### src/rtl/qed_pkg.sv
`default_nettype none
// ============================================================================
// Module      : qed_pkg
// Description : Shared opcode constants, scheduler state encoding and the
//               duplicate-eligibility function. Honours QED_STORE_DUP_EN.
// Revision    : 1.0 - initial release
// ============================================================================
package qed_pkg;

    localparam logic [6:0] c_OPC_R     = 7'b0110011;
    localparam logic [6:0] c_OPC_I     = 7'b0010011;
    localparam logic [6:0] c_OPC_LW    = 7'b0000011;
    localparam logic [6:0] c_OPC_LUI   = 7'b0110111;
    localparam logic [6:0] c_OPC_AUIPC = 7'b0010111;
    localparam logic [6:0] c_OPC_STORE = 7'b0100011;

    typedef enum logic [0:0] {
        ST_ORIG = 1'b0,
        ST_DUP  = 1'b1
    } qed_state_t;

    // Anything not listed here is a barrier and forces a buffer drain first.
    function automatic logic qed_is_eligible(input logic [31:0] instr);
        logic r_elig;
        r_elig = 1'b0;
        case (instr[6:0])
            c_OPC_R, c_OPC_I, c_OPC_LW, c_OPC_LUI, c_OPC_AUIPC: r_elig = 1'b1;
`ifdef QED_STORE_DUP_EN
            c_OPC_STORE: r_elig = 1'b1;
`endif
            default: r_elig = 1'b0;
        endcase
        return r_elig;
    endfunction

endpackage
`default_nettype wire

### src/rtl/qed_dup_fifo.sv
`default_nettype none
// ============================================================================
// Module      : qed_dup_fifo
// Description : Power-of-two FIFO holding original instructions awaiting
//               duplicate issue. Storage array carries no reset.
// Revision    : 1.0 - initial release
// ============================================================================
module qed_dup_fifo
    import qed_pkg::*;
#(
    parameter int DEPTH = 4
) (
    input  logic                       clk,
    input  logic                       rst,
    input  logic                       i_push,
    input  logic                       i_pop,
    input  logic [31:0]                i_data,
    output logic [31:0]                o_data,
    output logic [$clog2(DEPTH):0]     o_count,
    output logic                       o_full,
    output logic                       o_empty
);

    localparam int c_AW = $clog2(DEPTH);

    logic [31:0]       r_mem [DEPTH];
    logic [c_AW-1:0]   r_wr_ptr;
    logic [c_AW-1:0]   r_rd_ptr;
    logic [c_AW:0]     r_count;
    logic              w_do_push;
    logic              w_do_pop;

    assign o_full    = (r_count == (c_AW+1)'(DEPTH));
    assign o_empty   = (r_count == '0);
    assign w_do_push = i_push && !o_full;
    assign w_do_pop  = i_pop && !o_empty;
    assign o_data    = r_mem[r_rd_ptr];
    assign o_count   = r_count;

    always_ff @(posedge clk) begin
        if (w_do_push) begin
            r_mem[r_wr_ptr] <= i_data;
        end
    end

    // Pointers wrap naturally because DEPTH is a power of two.
    always_ff @(posedge clk or posedge rst) begin
        if (rst) begin
            r_wr_ptr <= '0;
            r_rd_ptr <= '0;
            r_count  <= '0;
        end else begin
            if (w_do_push) begin
                r_wr_ptr <= r_wr_ptr + 1'b1;
            end
            if (w_do_pop) begin
                r_rd_ptr <= r_rd_ptr + 1'b1;
            end
            if (w_do_push && !w_do_pop) begin
                r_count <= r_count + 1'b1;
            end else if (w_do_pop && !w_do_push) begin
                r_count <= r_count - 1'b1;
            end
        end
    end

endmodule
`default_nettype wire

### src/rtl/qed_dup_scheduler.sv
`default_nettype none
// ============================================================================
// Module      : qed_dup_scheduler
// Description : Issues fetched originals, buffers eligible ones and replays
//               them as duplicates before barriers. Macro: QED_STORE_DUP_EN.
// Revision    : 1.0 - initial release
// ============================================================================
module qed_dup_scheduler
    import qed_pkg::*;
#(
    parameter int DEPTH = 4
) (
    input  logic                       clk,
    input  logic                       rst,
    input  logic [31:0]                ifu_qed_instruction,
    input  logic                       ifu_valid,
    output logic                       qed_ready,
    input  logic                       exec_dup,
    input  logic                       core_ready,
    output logic [31:0]                qed_instruction,
    output logic                       qed_valid,
    output logic                       qed_is_dup,
    output logic [$clog2(DEPTH):0]     qed_count
);

    localparam int c_CW = $clog2(DEPTH) + 1;

    qed_state_t        r_state;
    qed_state_t        w_state_nxt;
    logic [31:0]       r_instr;
    logic              r_valid;
    logic              r_is_dup;
    logic [31:0]       w_instr_nxt;
    logic              w_valid_nxt;
    logic              w_is_dup_nxt;

    logic              w_load;
    logic              w_barrier;
    logic              w_go_dup;
    logic              w_ready;
    logic              w_accept;
    logic              w_push;
    logic              w_pop;
    logic [31:0]       w_fifo_data;
    logic [c_CW-1:0]   w_count;
    logic              w_full;
    logic              w_empty;

    qed_dup_fifo #(
        .DEPTH (DEPTH)
    ) u_fifo (
        .clk     (clk),
        .rst     (rst),
        .i_push  (w_push),
        .i_pop   (w_pop),
        .i_data  (ifu_qed_instruction),
        .o_data  (w_fifo_data),
        .o_count (w_count),
        .o_full  (w_full),
        .o_empty (w_empty)
    );

    assign w_load    = !r_valid || core_ready;
    assign w_barrier = !qed_is_eligible(ifu_qed_instruction);
    assign w_go_dup  = (r_state == ST_ORIG) && !w_empty &&
                       (exec_dup || w_full || (ifu_valid && w_barrier));
    // A pending drain takes priority over accepting the fetch.
    assign w_ready   = !rst && (r_state == ST_ORIG) && w_load && !w_full &&
                       !(w_barrier && !w_empty) && !w_go_dup;
    assign w_accept  = ifu_valid && w_ready;

    always_comb begin
        w_state_nxt  = r_state;
        w_instr_nxt  = r_instr;
        w_valid_nxt  = r_valid;
        w_is_dup_nxt = r_is_dup;
        w_push       = 1'b0;
        w_pop        = 1'b0;
        case (r_state)
            ST_ORIG: begin
                if (w_go_dup) begin
                    w_state_nxt = ST_DUP;
                end
                w_push = w_accept && !w_barrier;
                if (w_load) begin
                    w_valid_nxt  = w_accept;
                    w_is_dup_nxt = 1'b0;
                    if (w_accept) begin
                        w_instr_nxt = ifu_qed_instruction;
                    end
                end
            end
            ST_DUP: begin
                if (w_load) begin
                    w_pop        = !w_empty;
                    w_valid_nxt  = !w_empty;
                    w_is_dup_nxt = !w_empty;
                    if (!w_empty) begin
                        w_instr_nxt = w_fifo_data;
                    end
                    if (w_count <= c_CW'(1)) begin
                        w_state_nxt = ST_ORIG;
                    end
                end
            end
            default: w_state_nxt = ST_ORIG;
        endcase
    end

    always_ff @(posedge clk or posedge rst) begin
        if (rst) begin
            r_state  <= ST_ORIG;
            r_instr  <= 32'h0;
            r_valid  <= 1'b0;
            r_is_dup <= 1'b0;
        end else begin
            r_state  <= w_state_nxt;
            r_instr  <= w_instr_nxt;
            r_valid  <= w_valid_nxt;
            r_is_dup <= w_is_dup_nxt;
        end
    end

    assign qed_ready       = w_ready;
    assign qed_instruction = r_instr;
    assign qed_valid       = r_valid;
    assign qed_is_dup      = r_is_dup;
    assign qed_count       = w_count;

endmodule
`default_nettype wire

### config.mk
export PLATFORM = sky130hd
export DESIGN_NAME = qed_dup_scheduler
export DESIGN_NICKNAME = d
export VERILOG_FILES = /design/src/rtl/qed_pkg.sv /design/src/rtl/qed_dup_fifo.sv /design/src/rtl/qed_dup_scheduler.sv
export SDC_FILE = /design/constraint.sdc
export NUM_CORES = 1
export LEC_CHECK = 0
export ABC_AREA = 1
export CORE_MARGIN = 2
export CORE_UTILIZATION = 56
export CTS_CLUSTER_DIAMETER = 100
export DETAILED_ROUTE_END_ITERATION = 16
export PLACE_DENSITY = 0.79
export RECOVER_POWER = 25
export SETUP_SLACK_MARGIN = 0.5
export SYNTH_ARGS = -nofsm -noshare
export SYNTH_HDL_FRONTEND = slang
export SYNTH_SLANG_ARGS = --single-unit
### constraint.sdc
create_clock -name clk -period 3.95 [get_ports clk]
set_input_delay 0.395 -clock clk [delete_from_list [all_inputs] [get_ports clk]]
set_output_delay 0.395 -clock clk [all_outputs]
set_load 0.05 [all_outputs]
### Word-level counts from Yosys, hierarchy flattened

Memories as Yosys holds them, arrays and structs flattened.
Index checks and enable logic that the tools add are counted.

* flip-flop bits (word level): 42
* memory bits (writable): 128
* output and inout port bits: 38
* word-level logic and storage cells: 78
* memories kept: 1

* add/subtract/negate cells: 4
* magnitude comparators: 1
* equal/unequal tests: 10
* multiplexer cells: 22
* bitwise gates (word level): 1
* reductions and logical operators: 32

Memory list
* u_fifo.r_mem: depth 4, bits a word 32, read ports 1, clocked after Yosys merged registers in 0, write ports 1, RTL line qed_dup_fifo.sv:26 `logic [31:0] r_mem [DEPTH];`

Operators by type and width (number)
* $mux W32: 4
* $pmux W32 S2: 1
* $logic_and A1 B1 Y1: 15
* $eq A7 B5 Y1 const B: 2
* $eq A7 B6 Y1 const B: 2
* $mux W1: 12
* $logic_not A1 Y1: 9
* $eq A7 B2 Y1 const B: 1
* $mux W3: 2
* $ne A2 B2 Y1 const B: 3
* $pmux W1 S2: 3
* $reduce_or A5 Y1: 1
* $add A2 B1 Y2 const B: 2
* $reduce_and A4 Y1: 1
* $add A3 B1 Y3 const B: 1
* $eq A3 B3 Y1 const B: 1
* $le A3 B1 Y1 const B: 1
* $logic_not A3 Y1: 1
* $logic_or A1 B1 Y1: 3
* $sub A3 B1 Y3 const B: 1
* $ne A2 B1 Y1 const B: 1
* $reduce_and A2 Y1: 1
* $reduce_bool A2 Y1: 1
* $not A1 Y1: 1

### Longest topological paths before layout

Gate-level depths: netlist of the first run.

* word-level depth: 17
* gate-level depth with buffers: 15

### Hierarchy

From an unflattened synthesis of the first run, not the netlist that was laid out.

* cell total of the unflattened synthesis: 710
* area, all modules: 7459.7 um2

By module, submodules not included
* qed_dup_fifo: times used 1, cells an instance 436, area an instance 5567.8 um2
* qed_dup_scheduler: times used 1, cells an instance 274, area an instance 1891.8 um2

### Worst setup path after synthesis of the first run

OpenSTA, ideal clock, no wires.

* path kind: input -> register
* start point: in rst
* end point: mem u_fifo.r_mem[2][0] (enable)
* data arrival time: 3.421 ns
* data required time: 3.529 ns
* setup slack: 0.108 ns
* stages on the path: 7
* buffers on the path: 0
* cells stage by stage: inv_1 > nand4_1 > a21oi_2 > nand3_2 > nor2_2 > inv_1 > nor2_1

* cells in the longest elaborated chain, start to end: 12

Ends and longest elaborated chain
* from (decl): RTL line qed_dup_scheduler.sv:14 `input logic rst,`
* $logic_not A1 Y1 (no source line)
* $logic_and A1 B1 Y1 (4 in series): RTL line qed_dup_scheduler.sv:68 `assign w_ready = !rst && (r_state == ST_ORIG) && w_load && !w_full &&`
* $logic_and A1 B1 Y1: RTL line qed_dup_scheduler.sv:69 `!(w_barrier && !w_empty) && !w_go_dup;`
* $logic_and A1 B1 Y1: RTL line qed_dup_scheduler.sv:70 `assign w_accept = ifu_valid && w_ready;`
* $logic_and A1 B1 Y1: RTL line qed_dup_scheduler.sv:84 `w_push = w_accept && !w_barrier;`
* $mux W1: RTL line qed_dup_scheduler.sv:79 `case (r_state)`
* $logic_and A1 B1 Y1: RTL line qed_dup_fifo.sv:35 `assign w_do_push = i_push && !o_full;`
* net u_fifo.w_do_push: RTL line qed_dup_fifo.sv:30 `logic w_do_push;`
* $mux W1: RTL line qed_dup_fifo.sv:41 `if (w_do_push) begin`
* $mux W1 (not written as such): RTL line qed_dup_fifo.sv:42 `r_mem[r_wr_ptr] <= i_data;`
* to (decl): RTL line qed_dup_fifo.sv:26

The timed path passes the listed nets, and every way through them passes these cells.

### Worst setup path after layout of the first run

* start point: in ifu_qed_instruction[1]
* end point: mem u_fifo.r_mem[1][10] (enable)

* cells in the longest elaborated chain, start to end: 15
* elaborated cells between the ends (all ways): 22
* classes of those cells: eq/ne (5); mux (4); reduce/logical (13)

Ends and longest elaborated chain
* from (decl): RTL line qed_dup_scheduler.sv:15 `input logic [31:0] ifu_qed_instruction,`
* $eq A7 B6 Y1, or another cell as far along: RTL line qed_pkg.sv:26 `case (instr[6:0])`
* $reduce_or A5 Y1 *: RTL line qed_pkg.sv:26
* $mux W1 *: RTL line qed_pkg.sv:26
* $logic_not A1 Y1: RTL line qed_dup_scheduler.sv:64 `assign w_barrier = !qed_is_eligible(ifu_qed_instruction);`
* $logic_and A1 B1 Y1: RTL line qed_dup_scheduler.sv:66 `(exec_dup || w_full || (ifu_valid && w_barrier));`
* $logic_or A1 B1 Y1: RTL line qed_dup_scheduler.sv:66
* $logic_and A1 B1 Y1: RTL line qed_dup_scheduler.sv:65 `assign w_go_dup = (r_state == ST_ORIG) && !w_empty &&`
* $logic_not A1 Y1: RTL line qed_dup_scheduler.sv:69
* $logic_and A1 B1 Y1: RTL line qed_dup_scheduler.sv:69
* $logic_and A1 B1 Y1: RTL line qed_dup_scheduler.sv:70
* $logic_and A1 B1 Y1 *: RTL line qed_dup_scheduler.sv:84
* $mux W1 *: RTL line qed_dup_scheduler.sv:79
* $logic_and A1 B1 Y1 *: RTL line qed_dup_fifo.sv:35
* net u_fifo.w_do_push: RTL line qed_dup_fifo.sv:30
* $mux W1 *: RTL line qed_dup_fifo.sv:41
* $mux W1 (not written as such) *: RTL line qed_dup_fifo.sv:42

Mark *: on every way through the listed nets, which the timed path passes. The rest lies on a longest branch.

==> results of run 1 <==
==> cell usage after synthesis <==
library cell / number
nand2_1: 269
edfxtp_1: 128
nand3_1: 98
dfrtp_1: 42
a21oi_1: 35
inv_1: 17
clkbuf_1: 15
buf_2: 9
ha_1: 9
nor2_1: 8
buf_1: 7
o21ai_0: 6
xor2_1: 4
buf_4: 3
buf_6: 3
nand2_4: 3
a21oi_2: 1
and2_1: 1
inv_2: 1
nand2_2: 1
nand3_2: 1
nand4_1: 1
nor2_2: 1
o21bai_1: 1
xnor2_1: 1
==> worst paths after layout <==
check | to | slack (ns) | cells past startpoint
worst max-delay path | u_fifo.r_mem[1][10] | 1.27 | 12
max in group asynchronous | u_fifo.r_rd_ptr[0] | 3.01 | 3
worst max register to register | u_fifo.r_mem[1][10] | 1.34 | 10
min in group asynchronous | qed_instruction[16] | 0.52 | 3
worst min-delay path | qed_instruction[1] | 0.47 | 2
worst min register to register | qed_instruction[1] | 0.47 | 2
==> registers in the layout, summed over array words and instances, names as in the netlist <==
name             cells
r_state              1
u_fifo.r_wr_ptr      2
u_fifo.r_rd_ptr      2
qed_valid            1
u_fifo.r_mem       128
qed_instruction     32
qed_is_dup           1
u_fifo.o_count       3
==> metrics by stage <==
| stage | cells | worst slack, ns |
|---|---|---|
| final | 915 | 1.27 |
| after global routing | 915 | 1.16 |
| after CTS | 915 | 1.27 |
| after detailed placement | 883 | 0.863 |
| after global placement | 883 | 0.998 |
| after floorplan | 665 | 0.108 |
==> power breakdown <==
part	switching, uW	internal [uW]	total [uW]
logic	1910	874	2790
clock network	658	1140	1800
registers	238	2140	2380
==> area by class of cell <==
type	count	share of cell area, %
Clock buffer	21	5.18
Tap cell	172	2.48
Timing Repair Buffer	83	9.85
Multi-Input combinational cell	440	23.1
Inverter	18	0.778
Clock inverter	11	2.25
Sequential cell	170	56.4
==> logic make-up (layout without fill, tap and decap cells) <==
kind of cell    Yosys count  after routing
compound gates           43             43
xor+xnor                  5              5
fa+ha+maj                 9              9
buf+inv                  55            133
flops                   170            170
simple gates            383            383
==> critical path, cell delays in order <==
cell             delay, ns
clkdlybuf4s50_1       0.61
nand2_1               0.11
nor2_1                0.12
nand2_1               0.16
nand2_1               0.12
nand2_1               0.07
nand2_2               0.07
nand3_2               0.10
nor2_2                0.19
inv_1                 0.22
nor2_4                0.38
buf_12                0.24
==> per-layer routing <==
layer,vias to the layer above,wire (um)
li1,2374,-
met1,2380,6020
met2,234,7830
met3,28,1200
met4,2,295
met5,-,13
==> run metrics, run 1 <==
status=completed; Setup-failing EPs final=0; Initial Util=between 50% and 60%; largest family of logic cells by synthesized area=simple AND/OR/NAND/NOR gates; relative slew slack=between 10% and 20%; deepest clock path buffer count=2; HP Start=qed_instruction[1]; xor/xnor cell area share of the yosys netlist=less than 1%; syn_nets=~700; Critical Path AT=approximately 2.8 ns; Multi-input gate area=~2000 um2; leading cell type in the layout, fill and taps excluded=nand2_1; I/O Pins=75; Leakage=between 0.003 and 0.004 uW; clock sink count=170; Final Wtd Congestion=slightly below 0.8; pin count of the biggest net entering global routing=67; CTS Buf Count=17; fin crit period=between 2 and 3 ns; first-pass GRT wire length=24600 um; Slew Limit Fails=0; VDD IR max=roughly 0.66 mV; max_cap viols=0; crit path from=ifu_qed_instruction[1]; CP Max Fanout=22; PwrDens=801 nW/um2; Post-CTS Hold Buffers=0; HPWL after DPL=between 8000 and 9000 um; Yosys reg bits=170; GRT Overall Usage=between 20% and 30%; Synth Cell Area=7120 um2; Die H=117 um; Worst-path clk slew=~0.06 ns; largest cells by area after synthesis=edfxtp_1, dfrtp_1, nand2_1; PnR Total Power=6960 uW; number of global-route vias before repair=4876; total negative setup slack=0 ns; # fillers=between 900 and 1000; grt peak-use layer=met2; post-synthesis adder-cell area fraction=under 10%; Tcrit/Tclk final=67.9%; Worst Skew=roughly 0.0058 ns; share of post-route cells with drive strength above 1=approximately 7.4%; Max Fclk=~370 MHz; Synth Area in Compound Gates=under 10%; H-tree levels=4; later-pin clock latency in the skew report=between 0.4 and 0.5 ns; Root Buffer=clkbuf_16; P&R area growth vs syn=22.0%; Synth top area share=between 50% and 60%; Sequential Area=~5000 um2; DRT Pass-1 Iters=6; simple-gate share of the synthesized area=between 20% and 30%; Gate Count Post-Synth=665; Routed wire per std cell=approximately 17 um; routed via count=approximately 5000; Core Footprint=between 10000 and 15000 um2; number of DRC markers in iteration 0=449; met3 Track Usage GR=under 10%; reg-to-reg startpoint=u_fifo.o_count[0]; post-layout util=between 60% and 70%; Design Area, Final=8690 um2; sequential-to-total area share from yosys stat=just under 70%; post-cts sizing count=0; Avg Vias per Cell=around 5.5; DRT antenna net count=0; Detailed Route WL=~15000 um; DRC Markers=0; die area=around 14000 um2; YS warnings=0; met1 Resource Use GR=31.7%; commonest non-fill, non-tap cells in the layout=nand2_1, edfxtp_1, nand3_1; Synth cell types=25; leading area contributor after synthesis=edfxtp_1; Crit Path Class=input pin to register; Hold Fails Final Rpt=0; FP Rows=approximately 40; mux share of post-synthesis cell area=0%; Worst-Margin Slew=about 1.2 ns; Syn Area/Cell=roughly 11 um2; CTS tree=done; remaining global-route overflow=0; Post-CTS Setup Bufs=0; WP data required=between 4 and 5 ns; critical path endpoint category=register; DP Area=just over 8000 um2; initial antenna violation count=1; Port Buffers=74; Hold Crit Class=register to register; Hold Slack=roughly 0.47 ns; startpoint types=input pin; Global Route met2 Usage=between 30% and 40%; RSZ-0062 raised after global routing=no; width of the die=117 um; NumNets Final=slightly below 800; antenna diode count=0
(Power assumes the default switching activity.)
==> run 2, diff against run 1 <==
--- a/config.mk
+++ b/config.mk
@@ -7,10 +7,10 @@
 export LEC_CHECK = 0
 export ABC_AREA = 1
 export CORE_MARGIN = 2
-export CORE_UTILIZATION = 56
+export CORE_UTILIZATION = 51
 export CTS_CLUSTER_DIAMETER = 100
 export DETAILED_ROUTE_END_ITERATION = 16
-export PLACE_DENSITY = 0.79
+export PLACE_DENSITY = 0.76
 export RECOVER_POWER = 25
 export SETUP_SLACK_MARGIN = 0.5
 export SYNTH_ARGS = -nofsm -noshare
==> constraint.sdc (replaced) <==
create_clock -name clk -period 2.15 [get_ports clk]
set_input_delay 0.215 -clock clk [delete_from_list [all_inputs] [get_ports clk]]
set_output_delay 0.215 -clock clk [all_outputs]
set_load 0.05 [all_outputs]
==> run 2 against run 1 <==
The run now ends with setup timing left; sequential power rose by 81%; cell count up 8.3%; wire length is 31% higher; worst hold slack got worse by 0.25 ns; first-iteration DRC count up 49%; largest cell class unchanged; critical endpoint is now u_fifo.r_mem[0][17]; die area increased by 9.5%.
==> run metrics, run 2 (synthesis gave the netlist of run 1 again) <==
WP data required=2.31 ns (-1.77 ns); status=finished, violations left; Critical Path AT=2.35 ns (-0.46 ns); leading cell type in the layout, fill and taps excluded=nand2_1; reg-to-reg startpoint=u_fifo.o_count[1]; Slew Limit Fails=0 (unchanged); crit path from=u_fifo.o_count[1]; first-pass GRT wire length=29200 um (+18%); Crit Path Class=register to register; CP peak stage delay=0.39 ns (-0.22 ns); NumNets Final=844 (+8.8%); max_cap viols=0 (unchanged); Worst-path clk slew=0.06 ns (about the same); DP Area=8370 um2 (+4.0%); met2 WL=10800 um (+38%); RSZ-0062 raised after global routing=yes; number of DRC markers in iteration 0=667 (+49%); CP Max Fanout=6 (-73%); die area=14900 um2 (+9.5%); Leakage=0.00417 uW (+19%); Design Area, Final=9990 um2 (+15%); DRT antenna net count=0 (unchanged); HP Start=ifu_qed_instruction[6]; Worst Skew=0.00873 ns (+0.00291 ns); GRT Overall Usage=26.8% (+2.6 points); Initial Util=51.7% (-5.2 points); H-tree levels=4 (unchanged); pin count of the biggest net entering global routing=65 (-3.0%); I/O Pins=75 (unchanged); PwrDens=1490 nW/um2 (+86%); Setup-failing EPs final=59 (+59); VDD IR max=0.829 mV (+25%); width of the die=122 um (+4.6%); Root Buffer=clkbuf_16; highest metal used=met4; share of post-route cells with drive strength above 1=21.2% (+14 points); Port Buffers=74 (unchanged); Critical path buffers and inverters=5 (+2); Max Fclk=~460 MHz; later-pin clock latency in the skew report=0.44 ns (about the same); Top reg by flops=u_fifo.r_mem; initial antenna violation count=0 (-1); failing checks=setup timing; startpoint types=register; Core Footprint=13800 um2 (+10%); Tcrit/Tclk final=102%; Hold Fails Final Rpt=0 (unchanged); deepest clock path buffer count=2 (unchanged); Largest register FFs=128 (unchanged); crit path cell chain=inv_4, ha_4, nand2_2, nand4_1, a21oi_4, nand3_4, nor2_4, inv_4, buf_12, nor2_4, buf_12, clkbuf_16; Post-CTS Hold Buffers=0 (unchanged); wire length on met1=7430 um (+23%); CTS Buf Count=17 (unchanged); fin crit period=2.18 ns; CP delay by family, top=simple AND/OR/NAND/NOR gates; DP Worst Slack=-0.349 ns (-1.21 ns); Avg Vias per Cell=5.64 (+2.9%); HPWL after DPL=10200 um (+15%); Routed wire per std cell=20.3 um (+21%); # fillers=881 (-5.5%); FP Rows=43 (+4.9%); DRC Markers=0 (unchanged); routed via count=5594 (+11%); Final Wtd Congestion=0.781 (-1.6%); P&R area growth vs syn=40.2%; Detailed Route WL=20100 um (+31%); number of global-route vias before repair=5615 (+15%); DRT Pass-1 Iters=5 (-1); Hold Crit Class=input pin to register; post-route setup slack=-0.0335 ns (-1.30 ns); commonest non-fill, non-tap cells in the layout=nand2_1, edfxtp_1, nand3_1; cell with the largest stage delay on the worst path=dfrtp_2; CTS tree=done; antenna diode count=0 (unchanged); met3 wire length=1250 um (+4.5%); remaining global-route overflow=0 (unchanged); Worst-Margin Slew=0.811 ns (-0.426 ns); post-layout util=72.5% (+3.1 points); relative slew slack=45.9% (+28 points); critical path endpoint category=register; clock sink count=170 (unchanged); Die H=122 um (+4.6%)
## run 2: cell count changes in the layout (fill, tap and decap cells not counted), moves of 12 or more
cell	before	now
buf_12	4	20
buf_4	6	22
buf_6	0	15
clkdlybuf4s50_1	49	17
dlygate4sd2_1	0	36
nand2_1	269	250
nand2_2	1	19
nand3_1	98	86
## run 2: final timing paths
| check | slack (ns) | to | cells after the start |
|---|---|---|---|
| setup / recovery | -0.03 | u_fifo.r_mem[0][17] | 12 |
| hold / removal | 0.22 | u_fifo.r_mem[3][6] | 1 |
| setup reg to reg | -0.03 | u_fifo.r_mem[0][17] | 12 |
| hold reg to reg | 0.47 | qed_instruction[6] | 2 |
| max in group asynchronous | 1.44 | u_fifo.r_rd_ptr[0] | 3 |
| min in group asynchronous | 0.31 | qed_instruction[20] | 3 |
## run 2: metal layers
| layer | vias up | global-route usage, % |
|---|---|---|
| met5 | - | 0 |
| li1 | 2526 | - |
| met4 | 0 | 12.6 |
| met1 | 2702 | 30.9 |
| met2 | 306 | 47.1 |
| met3 | 60 | 6.23 |
## run 2: per-stage QoR
step | instances | hold slack, ns | total power, uW | TNS, ns
2_1_floorplan | 665 | 0.211 | 8180 | -34.77
3_3_place_gp | 917 | 0.453 | 9860 | -20.64
3_5_place_dp | 917 | 0.458 | 10000 | -39.43
4_1_cts | 980 | 0.218 | 14300 | 0
5_1_grt | 991 | 0.237 | 15600 | -7.31
6_report | 991 | 0.219 | 14900 | -0.996
## run 2: power by group
| group | switching, uW | internal, uW |
|---|---|---|
| registers | 377 | 3940 |
| clock network | 1300 | 2070 |
| logic | 4480 | 2710 |
| total | 6160 | 8720 |
## run 2: layout make-up
| cell class | count | area (um2) | share of cell area [%] |
|---|---|---|---|
| tap | 180 | 225 | 2.25 |
| timing repair buffer | 151 | 1920 | 19.2 |
| clock inverter | 14 | 221 | 2.22 |
| inverter | 18 | 76.3 | 0.764 |
| sequential | 170 | 4900 | 49.1 |
| multi-input combinational | 440 | 2220 | 22.2 |
| clock buffer | 18 | 429 | 4.30 |
## run 2: what timing repair did
action                     in CTS  in global routing
cloned                         10                  7
pin swaps                      27                 18
resized for setup              88                 43
setup buffers                  21                  4
setup endpoints to repair     203                170
